==> src/rtl/display_mmio_ctrl.sv <==
// Memory-mapped 4-digit 7-segment display controller: captures a CPU store,
// converts it to BCD with a shift-add-3 engine (saturating at 9999) and scans the digits.
module display_mmio_ctrl #(
  parameter int REFRESH_DIV    = 50000,
  parameter bit SEG_ACTIVE_LOW = 1'b1
) (
  input  logic        clk,
  input  logic        rst_n,
  input  logic        we,
  input  logic [31:0] wdata,
  output logic [31:0] value,
  output logic        busy,
  output logic        ovf,
  output logic [3:0]  an,
  output logic [6:0]  seg,
  output logic        dp
);

  // state | meaning
  // IDLE  | display latch stable, waiting for a write (or a pending restart)
  // CONV  | 14 shift-add-3 iterations on {bcdReg, operand}
  // LOAD  | copy BCD result to display latch, or restart if a newer write arrived
  localparam logic [1:0] IDLE = 2'd0;
  localparam logic [1:0] CONV = 2'd1;
  localparam logic [1:0] LOAD = 2'd2;

  localparam int             CW       = (REFRESH_DIV > 1) ? $clog2(REFRESH_DIV) : 1;
  localparam logic [CW-1:0]  REF_LAST = CW'(REFRESH_DIV - 1);
  localparam logic [13:0]    SAT      = 14'd9999;

  logic [1:0]    state;
  logic [3:0]    iterCnt;
  logic [15:0]   bcdReg;
  logic [13:0]   operand;
  logic [15:0]   dispLatch;
  logic          pending;
  logic [CW-1:0] refCnt;
  logic [1:0]    digitIdx;

  logic          newOvf;
  logic [13:0]   newOperand;
  logic [13:0]   reloadOperand;
  logic [15:0]   bcdAdj;

  function automatic logic [15:0] addThree(input logic [15:0] b);
    logic [15:0] r;
    r = b;
    for (int i = 0; i < 4; i++) begin
      if (b[4*i +: 4] >= 4'd5) r[4*i +: 4] = b[4*i +: 4] + 4'd3;
    end
    return r;
  endfunction

  assign newOvf        = (wdata > 32'd9999);
  assign newOperand    = newOvf ? SAT : wdata[13:0];
  assign reloadOperand = ovf ? SAT : value[13:0];
  assign bcdAdj        = addThree(bcdReg);

  always_ff @(posedge clk or negedge rst_n) begin
    if (!rst_n) begin
      state     <= IDLE;
      iterCnt   <= '0;
      bcdReg    <= '0;
      operand   <= '0;
      dispLatch <= '0;
      pending   <= 1'b0;
      value     <= '0;
      ovf       <= 1'b0;
    end else begin
      if (we) begin
        value <= wdata;
        ovf   <= newOvf;
      end
      case (state)
        IDLE: begin
          if (we) begin
            state   <= CONV;
            bcdReg  <= '0;
            operand <= newOperand;
            iterCnt <= '0;
            pending <= 1'b0;
          end else if (pending) begin
            state   <= CONV;
            bcdReg  <= '0;
            operand <= reloadOperand;
            iterCnt <= '0;
            pending <= 1'b0;
          end
        end
        CONV: begin
          if (we) pending <= 1'b1;
          {bcdReg, operand} <= {bcdAdj, operand} << 1;
          iterCnt <= iterCnt + 4'd1;
          if (iterCnt == 4'd13) state <= LOAD;
        end
        LOAD: begin
          // A stale result is dropped so only the newest write ever reaches the display
          if (pending) begin
            state   <= CONV;
            bcdReg  <= '0;
            operand <= reloadOperand;
            iterCnt <= '0;
            pending <= we;
          end else begin
            dispLatch <= bcdReg;
            state     <= IDLE;
            pending   <= we;
          end
        end
        default: state <= IDLE;
      endcase
    end
  end

  always_ff @(posedge clk or negedge rst_n) begin
    if (!rst_n) begin
      refCnt   <= '0;
      digitIdx <= '0;
    end else if (refCnt == REF_LAST) begin
      refCnt   <= '0;
      digitIdx <= digitIdx + 2'd1;
    end else begin
      refCnt <= refCnt + CW'(1);
    end
  end

  logic [3:0] digit;
  logic       blank;
  logic [6:0] segRaw;
  logic       dpOn;

  always_comb begin
    digit  = dispLatch[4*digitIdx +: 4];
    blank  = 1'b0;
    segRaw = 7'h00;
    case (digitIdx)
      2'd1:    blank = (dispLatch[15:4] == 12'h000);
      2'd2:    blank = (dispLatch[15:8] == 8'h00);
      2'd3:    blank = (dispLatch[15:12] == 4'h0);
      default: blank = 1'b0;
    endcase
    case (digit)
      4'd0:    segRaw = 7'h3F;
      4'd1:    segRaw = 7'h06;
      4'd2:    segRaw = 7'h5B;
      4'd3:    segRaw = 7'h4F;
      4'd4:    segRaw = 7'h66;
      4'd5:    segRaw = 7'h6D;
      4'd6:    segRaw = 7'h7D;
      4'd7:    segRaw = 7'h07;
      4'd8:    segRaw = 7'h7F;
      4'd9:    segRaw = 7'h6F;
      default: segRaw = 7'h00;
    endcase
    if (blank) segRaw = 7'h00;
  end

  assign dpOn = (digitIdx == 2'd3) && ovf;
  assign busy = (state != IDLE);
  assign an   = ~(4'b0001 << digitIdx);
  assign seg  = SEG_ACTIVE_LOW ? ~segRaw : segRaw;
  assign dp   = SEG_ACTIVE_LOW ? ~dpOn : dpOn;

endmodule

==> config.mk <==
export PLATFORM = sky130hd
export DESIGN_NAME = display_mmio_ctrl
export DESIGN_NICKNAME = d
export VERILOG_FILES = /design/src/rtl/display_mmio_ctrl.sv
export SDC_FILE = /design/constraint.sdc
export NUM_CORES = 1
export LEC_CHECK = 0
export CORE_ASPECT_RATIO = 1.1
export CORE_MARGIN = 3
export CORE_UTILIZATION = 59
export DETAILED_ROUTE_END_ITERATION = 10
export PLACE_DENSITY = 0.95
export SLEW_MARGIN = 20
export SYNTH_ARGS = -nofsm -noshare
export SYNTH_HDL_FRONTEND = slang
export SYNTH_SLANG_ARGS = --single-unit
export TNS_END_PERCENT = 30
==> constraint.sdc <==
create_clock -name clk -period 2.9 [get_ports clk]
set_input_delay 0.29 -clock clk [delete_from_list [all_inputs] [get_ports clk]]
set_output_delay 0.29 -clock clk [all_outputs]
set_load 0.01 [all_outputs]
==> results of run 1 <==
[cell families after synthesis]
kind of cell,count (synthesis)
flops,104
buf+inv,51
compound gates,128
xor+xnor,20
simple gates,155
fa+ha+maj,27
mux,42
[layout by cell type (no fill, tap or decap), types with 5 or more instances in the layout]
master / instances
sky130_fd_sc_hd__clkdlybuf4s50_1: 72
sky130_fd_sc_hd__clkbuf_8: 9
sky130_fd_sc_hd__nor2b_1: 8
sky130_fd_sc_hd__nor4_1: 7
sky130_fd_sc_hd__buf_4: 13
sky130_fd_sc_hd__nand2_1: 61
sky130_fd_sc_hd__xnor2_1: 12
sky130_fd_sc_hd__o211ai_1: 8
sky130_fd_sc_hd__dfrtp_1: 103
sky130_fd_sc_hd__o22a_1: 7
sky130_fd_sc_hd__mux2_2: 37
sky130_fd_sc_hd__nor3b_1: 5
sky130_fd_sc_hd__o22ai_1: 7
sky130_fd_sc_hd__a221oi_1: 12
sky130_fd_sc_hd__nand4_1: 5
sky130_fd_sc_hd__a2bb2oi_1: 6
sky130_fd_sc_hd__nor3_1: 9
sky130_fd_sc_hd__a21oi_1: 14
sky130_fd_sc_hd__o21ai_0: 46
sky130_fd_sc_hd__ha_1: 27
sky130_fd_sc_hd__inv_1: 24
sky130_fd_sc_hd__nand2b_1: 9
sky130_fd_sc_hd__nand3_1: 9
sky130_fd_sc_hd__nor2_1: 23
sky130_fd_sc_hd__xor2_1: 8
sky130_fd_sc_hd__a22o_1: 5
[how the worst min path moves through the flow]
stage | from | end | slack (ns) | depth (start not counted)
global placement | bcdReg[13]$_DFFE_PN0P_ | bcdReg[13]$_DFFE_PN0P_ | 0.46 | 2
CTS | rst_n | value[9]$_DFFE_PN0P_ | 0.14 | 1
global route | refCnt[11]$_DFF_PN0_ | refCnt[11]$_DFF_PN0_ | 0.53 | 1
finish | bcdReg[13]$_DFFE_PN0P_ | bcdReg[13]$_DFFE_PN0P_ | 0.49 | 2
floorplan | rst_n | bcdReg[0]$_DFFE_PN0P_ | -0.006 | 0
detailed placement | bcdReg[13]$_DFFE_PN0P_ | bcdReg[13]$_DFFE_PN0P_ | 0.47 | 2
[cell type report]
cell class,instances,area share
well taps,114,0.0215
clock buffers,11,0.0198
multi-input cells,372,0.407
flip-flops and latches,104,0.393
clock inverters,5,0.00623
inverters,26,0.0147
repair buffers,94,0.138
[worst max-delay path, delay by kind of cell, from the launching register on]
| family | cells | cell delay, ns |
|---|---|---|
| muxes | 1 | 0.58 |
| DFF | 1 | 0.45 |
| and+or+nand+nor | 1 | 0.33 |
| buffers and inverters | 1 | 0.31 |
| AOI/OAI and AO/OA | 2 | 0.23 |
| adders and majority gates | 1 | 0.22 |
[report_power, final]
part,internal (mW),switching (mW)
clock network,0.321,0.510
logic,0.497,0.536
registers,1.61,0.177
total,2.43,1.22
[per-layer routing]
layer  global-route usage  up-vias  share of wire  routed length [um]
met1                0.321     2194           0.40                5290
met4               0.0910        0          0.024                 323
met5                    0        -              0                   0
li1                     -     2071              -                   -
met3               0.0350       36          0.048                 640
met2                0.468      192           0.53                7110
[repair_timing]
item                                   in CTS  in global routing
hold buffers                                0                  1
endpoints found under the hold margin       0                  5
cloned                                      0                  0
setup endpoints to repair                   7                  6
setup buffers                               4                  2
gates resized for setup                     6                  6
[state kept, by name (all words and copies together) (netlist names), 2 cells and up]
name	flops
value	32
bcdReg	16
dispLatch	16
refCnt	16
operand	14
iterCnt	4
digitIdx	2
state	2
==> impl.org, run 1 <==
** Detailed routing
- In the final routed layout, each cell accounts on average for 18.4 um.
- The routed layout has 4493 vias.
- Routed via count divided by cell count :: 6.19
- Wires add up to 13400 um.
- For this run, the detailed router's first-pass iteration total came to 5.
- In the routed design, unresolved DRC markers number 0.
- For this block, the initial DRC count from the detailed router was 390.
- Final antenna-violating net count :: 0

** CTS
- Number of buffers inserted during clock tree synthesis :: 9
- Longest Clk Path Bufs :: 2
- Root buf cell :: sky130_fd_sc_hd__clkbuf_8
- Post-CTS clock slew at the launch and capture registers of the worst setup and hold paths :: 0.09 ns
- Maximum level of the CTS H-tree :: 3
- Clk Latency, worst-skew pair :: 0.37 ns
- Clock tree sinks :: 104
- TritonCTS built the clock tree.

** Critical path
- Of all nets on the critical path, the largest fanout is 6.
- Worst Path Class, Setup :: register to output port
- Counting cells, the worst reg-to-reg path comes to 6.
- Data arrives at the worst endpoint at 2.47 ns.
- The worst setup path is launched from a register.
- The worst setup path is captured at an output port.
- Traced cell by cell, the critical path runs through mux4_2 -> ha_1 -> or2_2 -> a21oi_2 -> o21ai_0 -> dlygate4sd2_1.
- Start point of the critical path :: digitIdx[0]$_DFFE_PN0N_
- The most critical setup path has its endpoint at seg[0].
- Among all stages on the critical path, the largest delay is contributed by sky130_fd_sc_hd__mux4_2.
- Worst setup slack for register-to-register paths :: 0.37 ns
- Longest individual stage delay on the worst path :: 0.58 ns
- Reg-to-reg critical path endpoint :: bcdReg[1]$_DFFE_PN0P_
- Reg-to-Reg Start :: state[0]$_DFFE_PN0P_
- Critical Path RT :: 2.61 ns

** Job
- The tool flagged a number of max-cap violations equal to 0.

** Yosys
- Number of synthesized flops with an enable pin :: 0
- Cell type with the highest aggregate area in the netlist :: sky130_fd_sc_hd__dfrtp_1
- Of the synthesized area, sequential elements account for 0.473.
- Per-instance average area after synthesis :: 10.4 um2
- Synthesized cell area :: 5500 um2
- Post-synthesis share of cell area spent on xor and xnor gates :: 0.0319
- Share of synthesized area spent on multiplexers :: 0.0940
- Post-synthesis net count :: 589
- Of the total synthesized cell area, the portion taken by AND, OR, NAND and NOR gates is 0.146.
- During synthesis, Yosys emitted a total of 0 warnings.
- Number of distinct library cells after synthesis :: 53
- Ys flop type :: sky130_fd_sc_hd__dfrtp_1
- Of the total synthesized cell area, the portion taken by full adders, half adders and majority gates is 0.0614.
- Share of async-settable or async-resettable flops after synthesis :: 1.00
- Main combinational cell family by area after synthesis :: compound AO/OA/AOI/OAI gates
- Sorting the synthesized cells by area gives the leading types as sky130_fd_sc_hd__dfrtp_1, sky130_fd_sc_hd__mux2_2, sky130_fd_sc_hd__ha_1, sky130_fd_sc_hd__o21ai_0, sky130_fd_sc_hd__nand2_1.
- Count leader, synth :: sky130_fd_sc_hd__dfrtp_1
- Of the post-synthesis cell area, the dominant cell type holds 0.473.
- The synthesized-area fraction occupied by ao, oa, aoi and oai cells was 0.156.
- Number of flip-flops and latches in the synthesized netlist :: 104
- By count the netlist is led by sky130_fd_sc_hd__dfrtp_1, sky130_fd_sc_hd__nand2_1, sky130_fd_sc_hd__o21ai_0.
- The cell count after synthesis came out at 527.

** Die
- For this design the top-level I/O count stands at 81.
- The initial utilization of the core area, before any placement, comes to 0.613.
- In this run the vertical extent of the chip is 107 um.
- Core Area :: 8960 um2
- Die width :: 98.1 um
- Standard-cell row count :: 36
- Die area :: 10500 um2

** Pwr
- Overall power consumption after layout is estimated at 3.65 mW.
- PwrDens :: 550 nW/um2
- The worst-case IR drop observed on VDD is 0.370 mV.
- Summed over all cells, the static leakage comes to 2.82 nW.

** Layout
- Share of post-route cells with drive strength above 1 :: 0.132
- Final standard cell utilization of the core :: 0.740
- Final layout net count :: 669
- Register area :: 2600 um2
- Fillcell total :: 567
- After routing the design area is 6630 um2.
- Compared with the post-synthesis result, the final layout area differs by 20.6%.
- Summing all multi-input logic gate instances after layout gives 2700 um2.
- Antenna Diode Count :: 0
- Non-filler cells in the finished layout :: 726

** Global routing
- Number of antenna violations at the first check in global routing :: 0
- The total overflow left after global routing is 0.
- The number of global-route vias before repair came to 4563.
- All-Layer GR Usage :: 0.260
- Global-route wire length before repair :: 22300 um
- Entering global routing, the biggest net connects 87 pins.

** STA
- After layout, the worst setup slack is 0.138 ns.
- For the final routed database, the setup TNS stands at 0 ns.
- Setup violations remaining at the end of the flow were counted as 0.
- On the final layout, the worst clock skew is 0.0155 ns.
- Transition time of the tightest slew-check pin :: 1.01 ns
- Tcrit/Tclk final :: 0.952
- On the final layout, the worst hold slack is 0.490 ns.
- Setup repair after global routing could not meet its margin everywhere.
- Maximum clock rate :: 0.362 GHz
- Normalized max-slew margin :: 0.327
- Counting I/O delays and the setup requirement, the final critical path takes 2.76 ns.
- Hold Fails Final Rpt :: 0
- The count of pins over their slew limit is 0.

** Placement
- During placement, the flow inserted port buffers numbering 80.
- In this run, placement finished with an instance count of 703.
- Routability-driven placement finished with a final weighted congestion of 0.888.
- Post-detail-place hpwl :: 9510 um
- Placement-stage worst setup slack :: 0.181 ns
- Once placement finished, the instance area stood at 6390 um2.

** Status
- Result of the run :: finished clean

** Hold path
- Worst hold path type :: register to register
No activity file was read; power rests on OpenSTA's default activity.
==> run 2, diff against run 1 <==
--- a/config.mk
+++ b/config.mk
@@ -10,6 +10,7 @@
 export CORE_UTILIZATION = 59
 export DETAILED_ROUTE_END_ITERATION = 10
 export PLACE_DENSITY = 0.95
+export REMOVE_ABC_BUFFERS = 1
 export SLEW_MARGIN = 20
 export SYNTH_ARGS = -nofsm -noshare
 export SYNTH_HDL_FRONTEND = slang
==> run 2 against run 1 <==
  * Routed wire length grew 11%
  * Highest routed layer unchanged
  * Combinational power grew 5%
  * Clock-buffer cell count shrank 2
  * Largest cell class unchanged
  * Non-clock buffer count shrank 2
==> impl.org, run 2 (synthesis gave the netlist of run 1 again) <==
** Status
- Result of the run: finished clean (unchanged).

** Critical path
- The cell with the largest stage delay on the worst path was sky130_fd_sc_hd__mux4_2 (unchanged).
- Nature of the critical path startpoint :: register (unchanged)
- The largest stage delay on the critical path came to 0.58 ns (about the same).
- Start point of the critical path :: digitIdx[0]$_DFFE_PN0N_ (unchanged)
- The largest delay contributor family on the critical path is multiplexers (unchanged).
- Cell breakdown of the critical path: mux4_2 -> ha_1 -> or2_2 -> a21oi_2 -> o21ai_0 -> dlygate4sd2_1 (unchanged).
- Count of buffering cells on the critical path with inverters included :: 1 (unchanged)
- The launch point of the worst reg-to-reg path is state[0]$_DFFE_PN0P_ (unchanged).
- The peak fanout along the critical path is 5 (was 6).
- Worst Path Class, Setup :: register to output port (unchanged)
- The kind of end point of the critical path was an output port (unchanged).
- Worst path arrival time :: 2.52 ns (was 2.47 ns)
- The data required time at the worst endpoint was 2.61 ns (about the same).

** Die
- Top-level I/O count :: 81 (unchanged)
- Die Span Y :: 107 um (unchanged)
- Initial Util :: 0.613 (unchanged)
- Standard-cell row count :: 36 (unchanged)
- The total die area came to 10500 um2 (unchanged).
- The die boundary width came to 98.1 um (unchanged).
- The core area came to 8960 um2 (unchanged).

** CTS
- The CTS buffer count was 9 (unchanged).
- The post-CTS clock slew at the launch and capture registers of the worst setup and hold paths was 0.10 ns (was 0.09 ns).
- Root buf cell :: sky130_fd_sc_hd__clkbuf_8 (unchanged)
- Longest Clk Path Bufs :: 2 (unchanged)
- Clk Latency, worst-skew pair :: 0.37 ns (about the same)
- Clock tree sinks :: 104 (unchanged)
- The number of H-tree levels was 3 (unchanged).
- Clock tree from TritonCTS :: yes (unchanged)

** Global routing
- All-Layer GR Usage :: 0.289 (was 0.260)
- Number of global-route vias before repair :: 5070 (was 4563)
- Number of antenna violations at the first check in global routing :: 0 (unchanged)
- Aggregate global routing overflow :: 0 (unchanged)
- The first-pass GRT wire length came to 24400 um (was 22300 um).
- Pin count of the biggest net entering global routing :: 58 (was 87)

** Placement
- The placement-stage worst setup slack was 0.173 ns (was 0.181 ns).
- The final weighted congestion in routability-driven placement is 0.892 (was 0.888).
- The number of instances in the placed design came to 703 (unchanged).
- The total half-perimeter wirelength after legalization and detailed placement came to 10100 um (was 9510 um).
- Input/output buffers :: 80 (unchanged)
- Post-Place Cell Area :: 6400 um2 (was 6390 um2)

** Pwr
- Internal :: 2.60 mW (was 2.43 mW)
- Clock network fraction of total power :: 0.264 (was 0.228)
- Proportion of total power due to net switching :: 0.328 (was 0.335)
- The sum of internal, switching and leakage power came to 3.87 mW (was 3.65 mW).
- The logic gate share of total power came to 0.278 (was 0.283).
- Max VDD drop :: 0.360 mV (was 0.370 mV)
- The net load switching power was 1.27 mW (was 1.22 mW).
- The relative contribution of sequential cells to total power was 0.458 (was 0.489).
- The leakage power total is 2.87 nW (was 2.82 nW).
- The total power density per cell area came to 579 nW/um2 (was 550 nW/um2).

** STA
- The slew at the pin closest to its max-slew limit came to 0.933 ns (was 1.01 ns).
- The clock tree skew after final layout is 0.0147 ns (was 0.0155 ns).
- The count of pins over their slew limit is 0 (unchanged).
- The timing-limited maximum frequency is 0.356 GHz (was 0.362 GHz).
- RSZ-0062 raised after global routing :: no (was yes)
- Post-layout worst setup margin :: 0.0876 ns (was 0.138 ns)
- Tcrit/Tclk final :: 0.970 (was 0.952)
- Fin crit period :: 2.81 ns (was 2.76 ns)
- The final setup violation count is 0 (unchanged).
- Hold Fails Final Rpt :: 0 (unchanged)
- Total Neg Setup Slack :: 0 ns (unchanged)
- Normalized max-slew margin :: 0.376 (was 0.327)
- Worst Hold Slack :: 0.497 ns (was 0.490 ns)

** Detailed routing
- The first-iteration detailed-routing DRC count came to 395 (was 390).
- Routed via count divided by cell count :: 6.57 (was 6.19)
- The wire length after detailed routing was 14800 um (was 13400 um).
- Wire length per cell :: 20.4 um (was 18.4 um)
- Number of DRC violations after detailed routing :: 0 (unchanged)
- The total iterations of the first detailed-routing run came to 5 (unchanged).
- Final antenna-violating net count :: 0 (unchanged)
- Total number of vias :: 4759 (was 4493)

** Layout
- Post-Layout Inst Area :: 6690 um2 (was 6630 um2)
- The final antenna diode count is 0 (unchanged).
- Max reg flops :: 32 (unchanged)
- The final non-filler cell total was 724 (was 726).
- Most common cell after layout, fill and taps aside :: sky130_fd_sc_hd__dfrtp_1 (unchanged)
- Final layout net count :: 667 (was 669)
- Most frequent cells in the layout: sky130_fd_sc_hd__dfrtp_1, sky130_fd_sc_hd__clkdlybuf4s50_1, sky130_fd_sc_hd__nand2_1 (unchanged).
- The largest register by flop count is value (unchanged).
- Share of post-route cells with drive strength above 1 :: 0.136 (was 0.132)
- The area growth from synthesis to layout is 21.6% (was 20.6%).
- The utilization of the core after routing is 0.746 (was 0.740).

** Job
- Max capacitance violation total :: 0 (unchanged)

** Hold path
- The worst min-delay path startpoint is bcdReg[13]$_DFFE_PN0P_ (unchanged).
- The class of the tightest hold or removal check was register to register (unchanged).
==> run 2: cell count changes in the layout (fill, tap and decap cells not counted), sizes merged <==
cell           before  now
inv                27   28
bufinv              0    2
dlymetal6s2s        3    5
clkdlybuf4s15       1    0
buf                14   12
clkbuf             11    9
dlygate4sd2         3    2
clkinvlp            2    1
==> run 2: power by group through the flow <==
stage	Sequential [mW]	Clock, mW	Combinational (mW)
2_1_floorplan	1.78	0	0.601
3_3_place_gp	1.77	0	0.976
4_1_cts	1.76	1.02	1.06
5_1_grt	1.79	1.08	1.16
6_report	1.78	1.02	1.08
3_5_place_dp	1.79	0	1.04
==> run 2: routing by layer <==
layer	vias to the layer above	GRT usage	routed length (um)
li1	2064	-	-
met1	2318	0.323	5300
met2	294	0.526	7820
met3	83	0.0525	1010
met4	0	0.144	656
met5	-	0	0
==> run 2: final timing paths <==
check	slack (ns)	to	cells after the start
worst max-delay path	0.09	seg[3]	6
worst min-delay path	0.50	bcdReg[13]$_DFFE_PN0P_	2
worst max register to register	0.33	operand[11]$_DFFE_PN0P_	7
worst min register to register	0.50	bcdReg[13]$_DFFE_PN0P_	2
max in group asynchronous	1.61	dispLatch[4]$_DFFE_PN0P_	3
min in group asynchronous	0.56	value[29]$_DFFE_PN0P_	2
==> run 2: timing repair <==
action,4_1_cts,5_1_grt
endpoints found under the hold margin,7,0
gates resized for setup,4,8
cloned,0,0
setup endpoints to repair,7,6
hold buffers,1,0
buffers inserted,2,2
==> run 2: tightest hold or removal path, delay by kind of cell (launching register included) <==
kind / cells / cell delay [ns]
AOI/OAI and AO/OA: 1 / 0.07
DFF: 1 / 0.35
and+or+nand+nor: 1 / 0.04
==> run 2: area by class of cell <==
class                           count  area, um2
Clock buffer                        9        124
Sequential cell                   104       2600
Fill cell                         512       2280
Clock inverter                      7       98.8
Multi-Input combinational cell    372       2710
Tap cell                          114        143
Timing Repair Buffer               92        913
Inverter                           26       97.6
==> run 3, diff against run 2 <==
--- a/config.mk
+++ b/config.mk
@@ -5,7 +5,8 @@
 export SDC_FILE = /design/constraint.sdc
 export NUM_CORES = 1
 export LEC_CHECK = 0
-export CORE_ASPECT_RATIO = 1.1
+export CAP_MARGIN = 20
+export CORE_ASPECT_RATIO = 0.5
 export CORE_MARGIN = 3
 export CORE_UTILIZATION = 59
 export DETAILED_ROUTE_END_ITERATION = 10
==> run 3 against run 2 <==
  * Clock-buffer cell count up 1
  * First-iteration DRC count down 10%
  * Cell count up 0.28%
  * Largest power group unchanged
==> impl.org, run 3 (synthesis gave the netlist of run 1 again) <==
** Status
- Result of the run :: finished clean (unchanged)

** Detailed routing
- The top metal layer carrying routed signals is met4 (unchanged).
- Met1 layer wirelength in the final routing :: 5540 um (was 5300 um)
- The routed length on met3 is 649 um (was 1010 um).
- Number of DRC violations after detailed routing :: 0 (unchanged)
- The wire length after detailed routing came to 12700 um (was 14800 um).
- Initial detailed-routing violation count :: 355 (was 395)
- Detail Route met2 WL :: 6340 um (was 7820 um)
- Number of search-and-repair iterations in the first detailed-routing pass :: 5 (unchanged)
- Wire length per cell :: 17.5 um (was 20.4 um)
- Final antenna-violating net count :: 0 (unchanged)
- The ratio of routed vias to standard cells is 6.04 (was 6.57).
- The total vias in the final route is 4384 (was 4759).

** STA
- Maximum clock rate :: 0.351 GHz (was 0.356 GHz)
- The count of pins over their slew limit is 0 (unchanged).
- The final setup violation count is 0 (unchanged).
- The slew at the pin closest to its max-slew limit was 1.04 ns (was 0.933 ns).
- The least setup slack across all paths after layout is 0.0479 ns (was 0.0876 ns).
- The final clock period utilization by the worst path is 0.983 (was 0.970).
- The summed negative setup slack over all endpoints was 0 ns (unchanged).
- The number of hold-slack violations in the final timing report came to 0 (unchanged).
- RSZ-0062 raised after global routing :: yes (was no)
- Normalized max-slew margin :: 0.303 (was 0.376)
- The worst-case hold slack is 0.482 ns (was 0.497 ns).
- Fin crit period :: 2.85 ns (was 2.81 ns)
- The clock tree skew after final layout was 0.00900 ns (was 0.0147 ns).

** Layout
- The final non-filler cell total came to 726 (was 724).
- The final antenna diode count was 0 (unchanged).
- Share of post-route cells with drive strength above 1 :: 0.126 (was 0.136)
- Final standard cell utilization of the core :: 0.756 (was 0.746)
- Layout overhead on the synthesized area :: 22.2% (was 21.6%)
- The number of inserted filler cells in the final layout was 557 (was 512).
- Most common cell after layout, fill and taps aside :: sky130_fd_sc_hd__dfrtp_1 (unchanged)
- Max reg flops :: 32 (unchanged)
- Top register by number of flip-flops :: value (unchanged)
- The net total in the final layout is 666 (was 667).
- Most frequent cells in the layout: sky130_fd_sc_hd__dfrtp_1, sky130_fd_sc_hd__clkdlybuf4s50_1, sky130_fd_sc_hd__nand2_1 (unchanged).

** Critical path
- Longest individual stage delay on the worst path :: 0.58 ns (about the same)
- Worst path arrival time :: 2.56 ns (was 2.52 ns)
- Cell breakdown of the critical path: buf_4 -> mux4_2 -> buf_4 -> and3_1 -> o21ai_0 -> clkdlybuf4s50_1 (was mux4_2 -> ha_1 -> or2_2 -> a21oi_2 -> o21ai_0 -> dlygate4sd2_1).
- CP max-delay cell :: sky130_fd_sc_hd__mux4_2 (unchanged)
- Worst Path Class, Setup :: register to output port (unchanged)
- Count of buffering cells on the critical path with inverters included :: 3 (was 1)
- The type of origin of the critical path is a register (unchanged).
- Critical Path RT :: 2.61 ns (about the same)
- The largest delay contributor family on the critical path is buffers and inverters (was multiplexers).
- Max FO, Critical Path :: 9 (was 5)
- Library cell appearing most often on the critical path :: sky130_fd_sc_hd__buf_4
- The kind of end point of the critical path is an output port (unchanged).

** Global routing
- Aggregate global routing overflow :: 0 (unchanged)
- The number of antenna violations at the first check in global routing is 0 (unchanged).
- All-Layer GR Usage :: 0.245 (was 0.289)
- Number of global-route vias before repair :: 4139 (was 5070)
- Global-route wire length before repair :: 20600 um (was 24400 um)
- Pin count of the biggest net entering global routing :: 61 (was 58)

** CTS
- The maximum clock insertion buffer count is 2 (unchanged).
- The CTS buffer count is 9 (unchanged).
- The TritonCTS clock tree is yes (unchanged).
- The number of H-tree levels was 3 (unchanged).
- Root buf cell :: sky130_fd_sc_hd__clkbuf_16 (was sky130_fd_sc_hd__clkbuf_8)
- Clock tree sinks :: 104 (unchanged)
- The insertion delay to the later sink of the worst-skew pair is 0.35 ns (was 0.37 ns).
- The post-CTS clock slew at the launch and capture registers of the worst setup and hold paths is 0.07 ns (was 0.10 ns).

** Placement
- The total half-perimeter wirelength after legalization and detailed placement came to 9000 um (was 10100 um).
- Input/output buffers :: 80 (unchanged)
- The final weighted congestion in routability-driven placement was 0.873 (was 0.892).
- The placement-stage worst setup slack is 0.408 ns (was 0.173 ns).
- The number of instances in the placed design was 708 (was 703).

** Die
- The total die area was 10600 um2 (was 10500 um2).
- Die Span Y :: 74.3 um (was 107 um)
- The core area came to 8890 um2 (was 8960 um2).
- Standard-cell row count :: 24 (was 36)
- The number of ports placed on the die boundary is 81 (unchanged).
- The die boundary width is 143 um (was 98.1 um).
- Initial Util :: 0.619 (was 0.613)

** Pwr
- Max VDD drop :: 0.373 mV (was 0.360 mV)
- The leakage power total was 2.82 nW (was 2.87 nW).
- PwrDens :: 586 nW/um2 (was 579 nW/um2)

** Hold path
- Worst hold path type :: input port to async pin (was register to register)

** Job
- Max capacitance violation total :: 0 (unchanged)
run 3: layout make-up:
class                   instances  area [um2]  area share
clock buffers                  10         239      0.0356
clock inverters                 6        42.5     0.00633
inverters                      26        97.6      0.0145
multi-input cells             372        2690       0.401
flip-flops and latches        104        2600       0.387
well taps                     117         146      0.0218
repair buffers                 91         898       0.134
run 3: power breakdown:
group	total (mW)	internal, mW	switching (mW)
combinational	1.03	0.498	0.529
sequential	1.77	1.61	0.158
clock	1.14	0.608	0.532
run 3: path summary, 6_finish.rpt:
kind | depth (start not counted) | slack (ns) | start | endpoint
setup / recovery | 6 | 0.05 | digitIdx[0]$_DFFE_PN0N_ | seg[4]
hold / removal | 2 | 0.48 | rst_n | refCnt[5]$_DFF_PN0_
setup reg to reg | 6 | 0.30 | state[0]$_DFFE_PN0P_ | bcdReg[4]$_DFFE_PN0P_
hold reg to reg | 2 | 0.51 | bcdReg[13]$_DFFE_PN0P_ | bcdReg[13]$_DFFE_PN0P_
max in group asynchronous | 3 | 1.70 | rst_n | value[5]$_DFFE_PN0P_
min in group clk | 2 | 0.51 | bcdReg[13]$_DFFE_PN0P_ | bcdReg[13]$_DFFE_PN0P_
run 3: routing by layer:
layer | up-vias | track usage
met3 | 13 | 0.0559
met2 | 167 | 0.406
met4 | 0 | 0.0485
met5 | - | 0
li1 | 2064 | -
met1 | 2140 | 0.341
run 3: timing repair:
| item | in CTS | in global routing |
|---|---|---|
| buffers inserted | 0 | 1 |
| endpoints found under the hold margin | 44 | 0 |
| endpoints found under the setup margin | 0 | 6 |
| hold buffers | 1 | 0 |
| resized for setup | 0 | 2 |
run 3: stage by stage:
step | instance area (um2) | power [mW]
after global routing | 6720 | 4.15
after CTS | 6710 | 3.95
final | 6720 | 3.94
after detailed placement | 6420 | 2.81
after floorplan | 5390 | 2.38
after global placement | 6420 | 2.76
